--- src/rtl/nerv_dbridge_pkg.sv ---
`default_nettype none
// ============================================================================
// Module   : nerv_dbridge_pkg
// Purpose  : Shared types and constants for the nerv data-port bridge.
// Revision : 1.0 - initial release
// ============================================================================
package nerv_dbridge_pkg;

    typedef enum logic [2:0] {
        IDLE   = 3'd0,
        REQ    = 3'd1,
        WAIT   = 3'd2,
        DONE   = 3'd3,
        RETURN = 3'd4
    } state_t;

    localparam logic [31:0] ERR_RDATA_DEFAULT = 32'h0000_0000;
    localparam logic [3:0]  WSTRB_READ        = 4'h0;
    localparam int          TIMER_W           = 16;

    function automatic logic is_read(input logic [3:0] wstrb);
        return (wstrb == WSTRB_READ);
    endfunction

endpackage
`default_nettype wire

--- src/rtl/nerv_dbridge_timer.sv ---
`default_nettype none
// ============================================================================
// Module   : nerv_dbridge_timer
// Purpose  : Response watchdog; expire pulses on the LIMIT-th enabled cycle
//            after clear.
// Revision : 1.0 - initial release
// ============================================================================
module nerv_dbridge_timer
    import nerv_dbridge_pkg::*;
#(
    parameter int LIMIT = 255
) (
    input  logic clock,
    input  logic resetn,
    input  logic clear,
    input  logic enable,
    output logic expire
);

    localparam logic [TIMER_W-1:0] c_last = TIMER_W'(LIMIT - 1);

    logic [TIMER_W-1:0] r_count;

    always_ff @(posedge clock or negedge resetn) begin
        if (!resetn) begin
            r_count <= '0;
        end else if (clear) begin
            r_count <= '0;
        end else if (enable && !expire) begin
            r_count <= r_count + 1'b1;
        end
    end

    assign expire = enable && (r_count == c_last);

endmodule
`default_nettype wire

--- src/rtl/nerv_dmem_bridge.sv ---
`default_nettype none
// ============================================================================
// Module   : nerv_dmem_bridge
// Purpose  : Turns nerv's zero-wait data port into a valid/ready request plus
//            rvalid response bus, stalling the core until each access ends.
//            NERV_DBRIDGE_TIMEOUT_EN adds a response watchdog.
// Revision : 1.0 - initial release
// ============================================================================
module nerv_dmem_bridge
    import nerv_dbridge_pkg::*;
#(
    parameter int          TIMEOUT_CYCLES = 255,
    parameter logic [31:0] ERR_RDATA      = ERR_RDATA_DEFAULT
) (
    input  logic        clock,
    input  logic        resetn,
    input  logic        dmem_valid,
    input  logic [31:0] dmem_addr,
    input  logic [3:0]  dmem_wstrb,
    input  logic [31:0] dmem_wdata,
    output logic [31:0] dmem_rdata,
    output logic        stall,
    output logic        bus_valid,
    input  logic        bus_ready,
    output logic [31:0] bus_addr,
    output logic [3:0]  bus_wstrb,
    output logic [31:0] bus_wdata,
    input  logic        bus_rvalid,
    input  logic [31:0] bus_rdata,
    output logic        timeout
);

    if ((TIMEOUT_CYCLES < 1) || (TIMEOUT_CYCLES > 65535)) begin : g_bad_timeout_cycles
        $error("nerv_dmem_bridge: TIMEOUT_CYCLES must lie in 1..65535");
    end

    state_t      r_state;
    state_t      w_state_next;
    logic        w_capture_req;
    logic        w_capture_rsp;
    logic        w_timed_out;
    logic        w_expire;
    logic [31:0] r_addr;
    logic [3:0]  r_wstrb;
    logic [31:0] r_wdata;
    logic [31:0] r_rdata_q;

    always_ff @(posedge clock or negedge resetn) begin
        if (!resetn) begin
            r_state <= IDLE;
        end else begin
            r_state <= w_state_next;
        end
    end

    // A response accepted on the expiry cycle still counts as a normal completion.
    always_comb begin
        w_state_next  = r_state;
        w_capture_req = 1'b0;
        w_capture_rsp = 1'b0;
        w_timed_out   = 1'b0;
        case (r_state)
            IDLE: begin
                if (dmem_valid) begin
                    w_capture_req = 1'b1;
                    w_state_next  = REQ;
                end
            end
            REQ: begin
                if (bus_ready && bus_rvalid) begin
                    w_capture_rsp = 1'b1;
                    w_state_next  = DONE;
                end else if (w_expire) begin
                    w_timed_out  = 1'b1;
                    w_state_next = DONE;
                end else if (bus_ready) begin
                    w_state_next = WAIT;
                end
            end
            WAIT: begin
                if (bus_rvalid) begin
                    w_capture_rsp = 1'b1;
                    w_state_next  = DONE;
                end else if (w_expire) begin
                    w_timed_out  = 1'b1;
                    w_state_next = DONE;
                end
            end
            DONE: begin
                w_state_next = is_read(r_wstrb) ? RETURN : IDLE;
            end
            RETURN: begin
                w_state_next = IDLE;
            end
            default: begin
                w_state_next = IDLE;
            end
        endcase
    end

    always_ff @(posedge clock or negedge resetn) begin
        if (!resetn) begin
            r_addr    <= '0;
            r_wstrb   <= '0;
            r_wdata   <= '0;
            r_rdata_q <= '0;
        end else begin
            if (w_capture_req) begin
                r_addr  <= dmem_addr;
                r_wstrb <= dmem_wstrb;
                r_wdata <= dmem_wdata;
            end
            if (w_capture_rsp && is_read(r_wstrb)) begin
                r_rdata_q <= bus_rdata;
            end else if (w_timed_out && is_read(r_wstrb)) begin
                r_rdata_q <= ERR_RDATA;
            end
        end
    end

`ifdef NERV_DBRIDGE_TIMEOUT_EN
    logic w_timer_clear;
    logic w_timer_en;
    logic r_timeout;

    assign w_timer_clear = (r_state == IDLE) && dmem_valid;
    assign w_timer_en    = (r_state == REQ) || (r_state == WAIT);

    nerv_dbridge_timer #(
        .LIMIT (TIMEOUT_CYCLES)
    ) u_timer (
        .clock  (clock),
        .resetn (resetn),
        .clear  (w_timer_clear),
        .enable (w_timer_en),
        .expire (w_expire)
    );

    always_ff @(posedge clock or negedge resetn) begin
        if (!resetn) begin
            r_timeout <= 1'b0;
        end else if (w_timed_out) begin
            r_timeout <= 1'b1;
        end
    end

    assign timeout = r_timeout;
`else
    assign w_expire = 1'b0;
    assign timeout  = 1'b0;
`endif

    // dmem_valid -> stall is the only combinational path through the bridge.
    assign stall      = ((r_state == IDLE) && dmem_valid) || (r_state == REQ) || (r_state == WAIT);
    assign bus_valid  = (r_state == REQ);
    assign bus_addr   = r_addr;
    assign bus_wstrb  = r_wstrb;
    assign bus_wdata  = r_wdata;
    assign dmem_rdata = r_rdata_q;

endmodule
`default_nettype wire
--- config.mk ---
export PLATFORM = sky130hd
export DESIGN_NAME = nerv_dmem_bridge
export DESIGN_NICKNAME = d
export VERILOG_FILES = /design/src/rtl/nerv_dbridge_pkg.sv /design/src/rtl/nerv_dbridge_timer.sv /design/src/rtl/nerv_dmem_bridge.sv
export SDC_FILE = /design/constraint.sdc
export NUM_CORES = 1
export LEC_CHECK = 0
export ABC_AREA = 1
export CAP_MARGIN = 20
export CORE_MARGIN = 2
export CORE_UTILIZATION = 36
export CTS_BUF_LIST = sky130_fd_sc_hd__clkbuf_16
export CTS_CLUSTER_SIZE = 16
export DETAILED_ROUTE_END_ITERATION = 16
export PLACE_DENSITY = 0.72
export SYNTH_ARGS = -nofsm -noshare
export SYNTH_HDL_FRONTEND = slang
export SYNTH_SLANG_ARGS = --single-unit
--- constraint.sdc ---
create_clock -name clock -period 1.26 [get_ports clock]
set_input_delay 0.252 -clock clock [delete_from_list [all_inputs] [get_ports clock]]
set_output_delay 0.252 -clock clock [all_outputs]
set_load 0.02 [all_outputs]
==> metrics.md <==
| Metric | Value |
|---|---|
| Outcome | `complete, but fails checks` |
| Failing checks | `negative hold slack, negative setup slack` |
| Min setup slack post-route | `-0.240 ns` |
| Synth Flop Type | `dfrtp_1` |
| Hold_buf cts | `0` |
| RSZ-0062 raised after global routing | `true` |
| IO Port Bufs | `206` |
| MaxCap Viol Count | `0` |
| Setup Skew | `about 0.0084 ns` |
| Layout cell share with drive strength beyond 1 | `0.233` |
| First-pass GRT wire length | `slightly below 20000 um` |
| First-pass DRT Iterations | `5` |
| CTS sink count | `~100` |
| Post-synth EDFFs | `0` |
| Die area | `around 0.013 mm^2` |
| Core Box Area | `about 0.011 mm^2` |
| Count of inserted antenna diode cells | `0` |
| Number of cells after detailed placement | `around 800` |
| Pin count of the biggest net entering global routing | `104` |
| Hold WC Path Type | `in2async` |
| VDD IR max | `0.990 mV` |
| Synth area leader | `dfrtp_1` |
| Period utilization | `1.19` |
| Antenna violations before repair | `0` |
| Worst endpoint required time | `1.01 ns` |
| Arr. time, crit path | `1.25 ns` |
| Row Count | `39` |
| Sequential area share after synthesis | `0.616` |
| Total gr overflow | `0` |
| Setup CP Type | `reg2out` |
| Antenna-violating nets left | `0` |
| Post-Synth Simple-Gate Area | `0.190` |
| I/O pins | `approximately 210` |
| Cell Area, Synth | `0.00419 mm^2` |
| Post-DP HPWL | `7880 um` |
| Static leakage | `3.53 nW` |
| Synth Register Bits | `103` |
| CP delay by family, top | `flip-flops` |
| Register Area | `0.00258 mm^2` |
| Vias in the first global route | `3895` |
| Worst R2R End | `bus_wdata[19]` |
| Library cells used by synthesis | `20` |
| Final core utilization | `0.588` |
| Top cells by area, synth | `dfrtp_1, nand2_1, inv_1` |
| Reg2Reg Depth | `7` |
| Slowest Stage Delay on Critical Path | `just over 0.4 ns` |
| H-tree depth | `3` |
| Compound-Gate Fraction of Synth Area | `0.0837` |
| TritonCTS clock tree | `built` |
| Drt initial violations | `223` |
| Most frequent cell after synthesis | `nand2_1` |
| Vias per cell | `4.67` |
| CP max FO | `3` |
| Total number of vias | `3855` |
| Pwr dens | `2270 mW/mm^2` |
| Worst-case clock buffer depth | `2` |
| WL/cell | `15.1 um` |
| GPL Wtd Cong | `0.797` |
| Clock root cell | `clkbuf_16` |
| Startpoint types | `register` |
| Synth Instances | `about 460` |
| Multi-input logic area | `0.00120 mm^2` |
| Design Power | `between 15 and 20 mW` |
| Synth warn | `0` |
| Asr flop ratio synth | `1.00` |
| Global-route usage over all layers | `0.196` |
| R2r setup slk | `-0.23 ns` |
| # setup viols final | `102` |
| Highest clock rate | `0.666 GHz` |
| Hold Slack | `-0.0162 ns` |
| Worst slew margin | `0.637` |
| Buffers and inverters on the worst path | `2` |
| Fin cells | `826` |
| Commonest cells post-synth | `nand2_1, dfrtp_1, inv_1` |
| DRT Wirelength | `12400 um` |
| Post-synth top area share | `0.616` |
| Crit-path cells | `inv_1 -> nor2_2 -> nand2_2 -> nand3_4 -> buf_6` |
| Endpoints failing hold | `21` |
| Reg2reg start | `r_state[1]` |
| Max stage delay cell, worst path | `dfrtp_1` |
| Clock Latency Late Sink | `0.34 ns` |
| Largest family of logic cells by synthesized area | `simple AND/OR/NAND/NOR gates` |
| TNS Setup | `-14.38 ns` |
| Die X | `112 um` |
| Number of fill cells | `1010` |
| Xor and xnor area share after synthesis | `0` |
| Setup crit end kind | `output port` |
| Synthesized net count | `569` |
| Avg Cell Area, Syn | `9.02 um^2` |
| Mux cell area share after synthesis | `0` |
| Area Growth Syn to Fin | `59.6%` |
| Residual DRC | `0` |
| # nets final | `784` |
| Fin crit period | `1.50 ns` |
| Slew Viols, Final | `0` |
| CTS buffer count | `9` |
| Worst slew pin tran | `0.545 ns` |
| Effective utilization at floorplan | `0.368` |
| Chip height | `around 110 um` |
| Adder and majority gate portion of the synthesized area | `0` |
| Clock transition at path regs | `0.07 ns` |
==> routing by layer <==
layer,up-vias,GRT usage,wire (um)
met4,0,0.0765,201
met1,1833,0.232,5030
met5,-,0,0
li1,1851,-,-
met3,19,0.0572,911
met2,152,0.337,6310
==> layout by cell type, fill, tap and decap left out, types with 3 or more instances in the layout <==
master | netlist | final
buf_16 | 0 | 6
dfrtp_1 | 103 | 100
o21ai_0 | 37 | 9
buf_2 | 13 | 61
nand2_1 | 140 | 136
nor2_1 | 5 | 3
o21ai_1 | 30 | 57
buf_12 | 0 | 5
clkdlybuf4s50_1 | 0 | 103
dfrtp_2 | 0 | 3
buf_4 | 1 | 9
inv_2 | 1 | 4
clkbuf_2 | 0 | 4
nand2_2 | 2 | 5
clkbuf_16 | 0 | 11
inv_1 | 75 | 74
nand3_1 | 36 | 35
buf_6 | 8 | 4
clkdlybuf4s15_2 | 0 | 35
==> cell families (layout without fill, tap and decap cells) <==
| logic type | after synthesis | in the layout |
|---|---|---|
| AO/OA/AOI/OAI | 70 | 70 |
| buffers and inverters | 101 | 320 |
| flip-flops | 103 | 103 |
| other | 1 | 1 |
| AND/OR/NAND/NOR | 189 | 189 |
==> where the power goes <==
group | total (mW) | switching, mW | internal (mW)
Sequential | 5.44 | 0.766 | 4.68
Combinational | 7.26 | 4.27 | 2.99
Clock | 2.48 | 1.18 | 1.30
Total | 15.2 | 6.21 | 8.98
==> metrics by stage <==
step / area [um^2] / setup slack, ns
3_5_place_dp: 6410 / -0.577
6_report: 6680 / -0.240
3_3_place_gp: 6410 / -0.571
5_1_grt: 6680 / -0.298
2_1_floorplan: 4200 / -0.0229
4_1_cts: 7000 / -0.260
==> worst register-to-register path, cell delays in order, from the launching register on <==
cell and delay, ns:
dfrtp_1 0.42, nor2_4 0.19, nand3_4 0.10, buf_4 0.24, buf_12 0.17, buf_16 0.13
nand2_1 0.06, o21ai_1 0.07
==> flip-flops by register name, indices dropped and copies added (netlist names) <==
signal and flops:
bus_addr 32, bus_wdata 32, dmem_rdata 32, bus_wstrb 4, r_state 3
==> repair_timing <==
item | CTS | global route
cloned | 5 | 3
pin swaps | 4 | 3
setup endpoints to repair | 195 | 165
gates resized for setup | 358 | 64
setup buffers | 6 | 0
==> worst max path at each step <==
stage | endpoint | start | cells after the start | slack [ns]
floorplan | stall | r_state[1] | 5 | -0.02
CTS | stall | r_state[2] | 4 | -0.26
detailed placement | stall | dmem_valid | 4 | -0.58
global placement | stall | dmem_valid | 4 | -0.57
global route | stall | r_state[1] | 5 | -0.30
finish | stall | r_state[1] | 5 | -0.24
==> final cells by class <==
type,count,area share
flip-flops and latches,103,0.386
multi-input cells,260,0.180
inverters,76,0.0427
clock buffers,9,0.0337
clock inverters,6,0.00468
well taps,143,0.0268
repair buffers,229,0.326
Power figures use the tool's default switching activity.
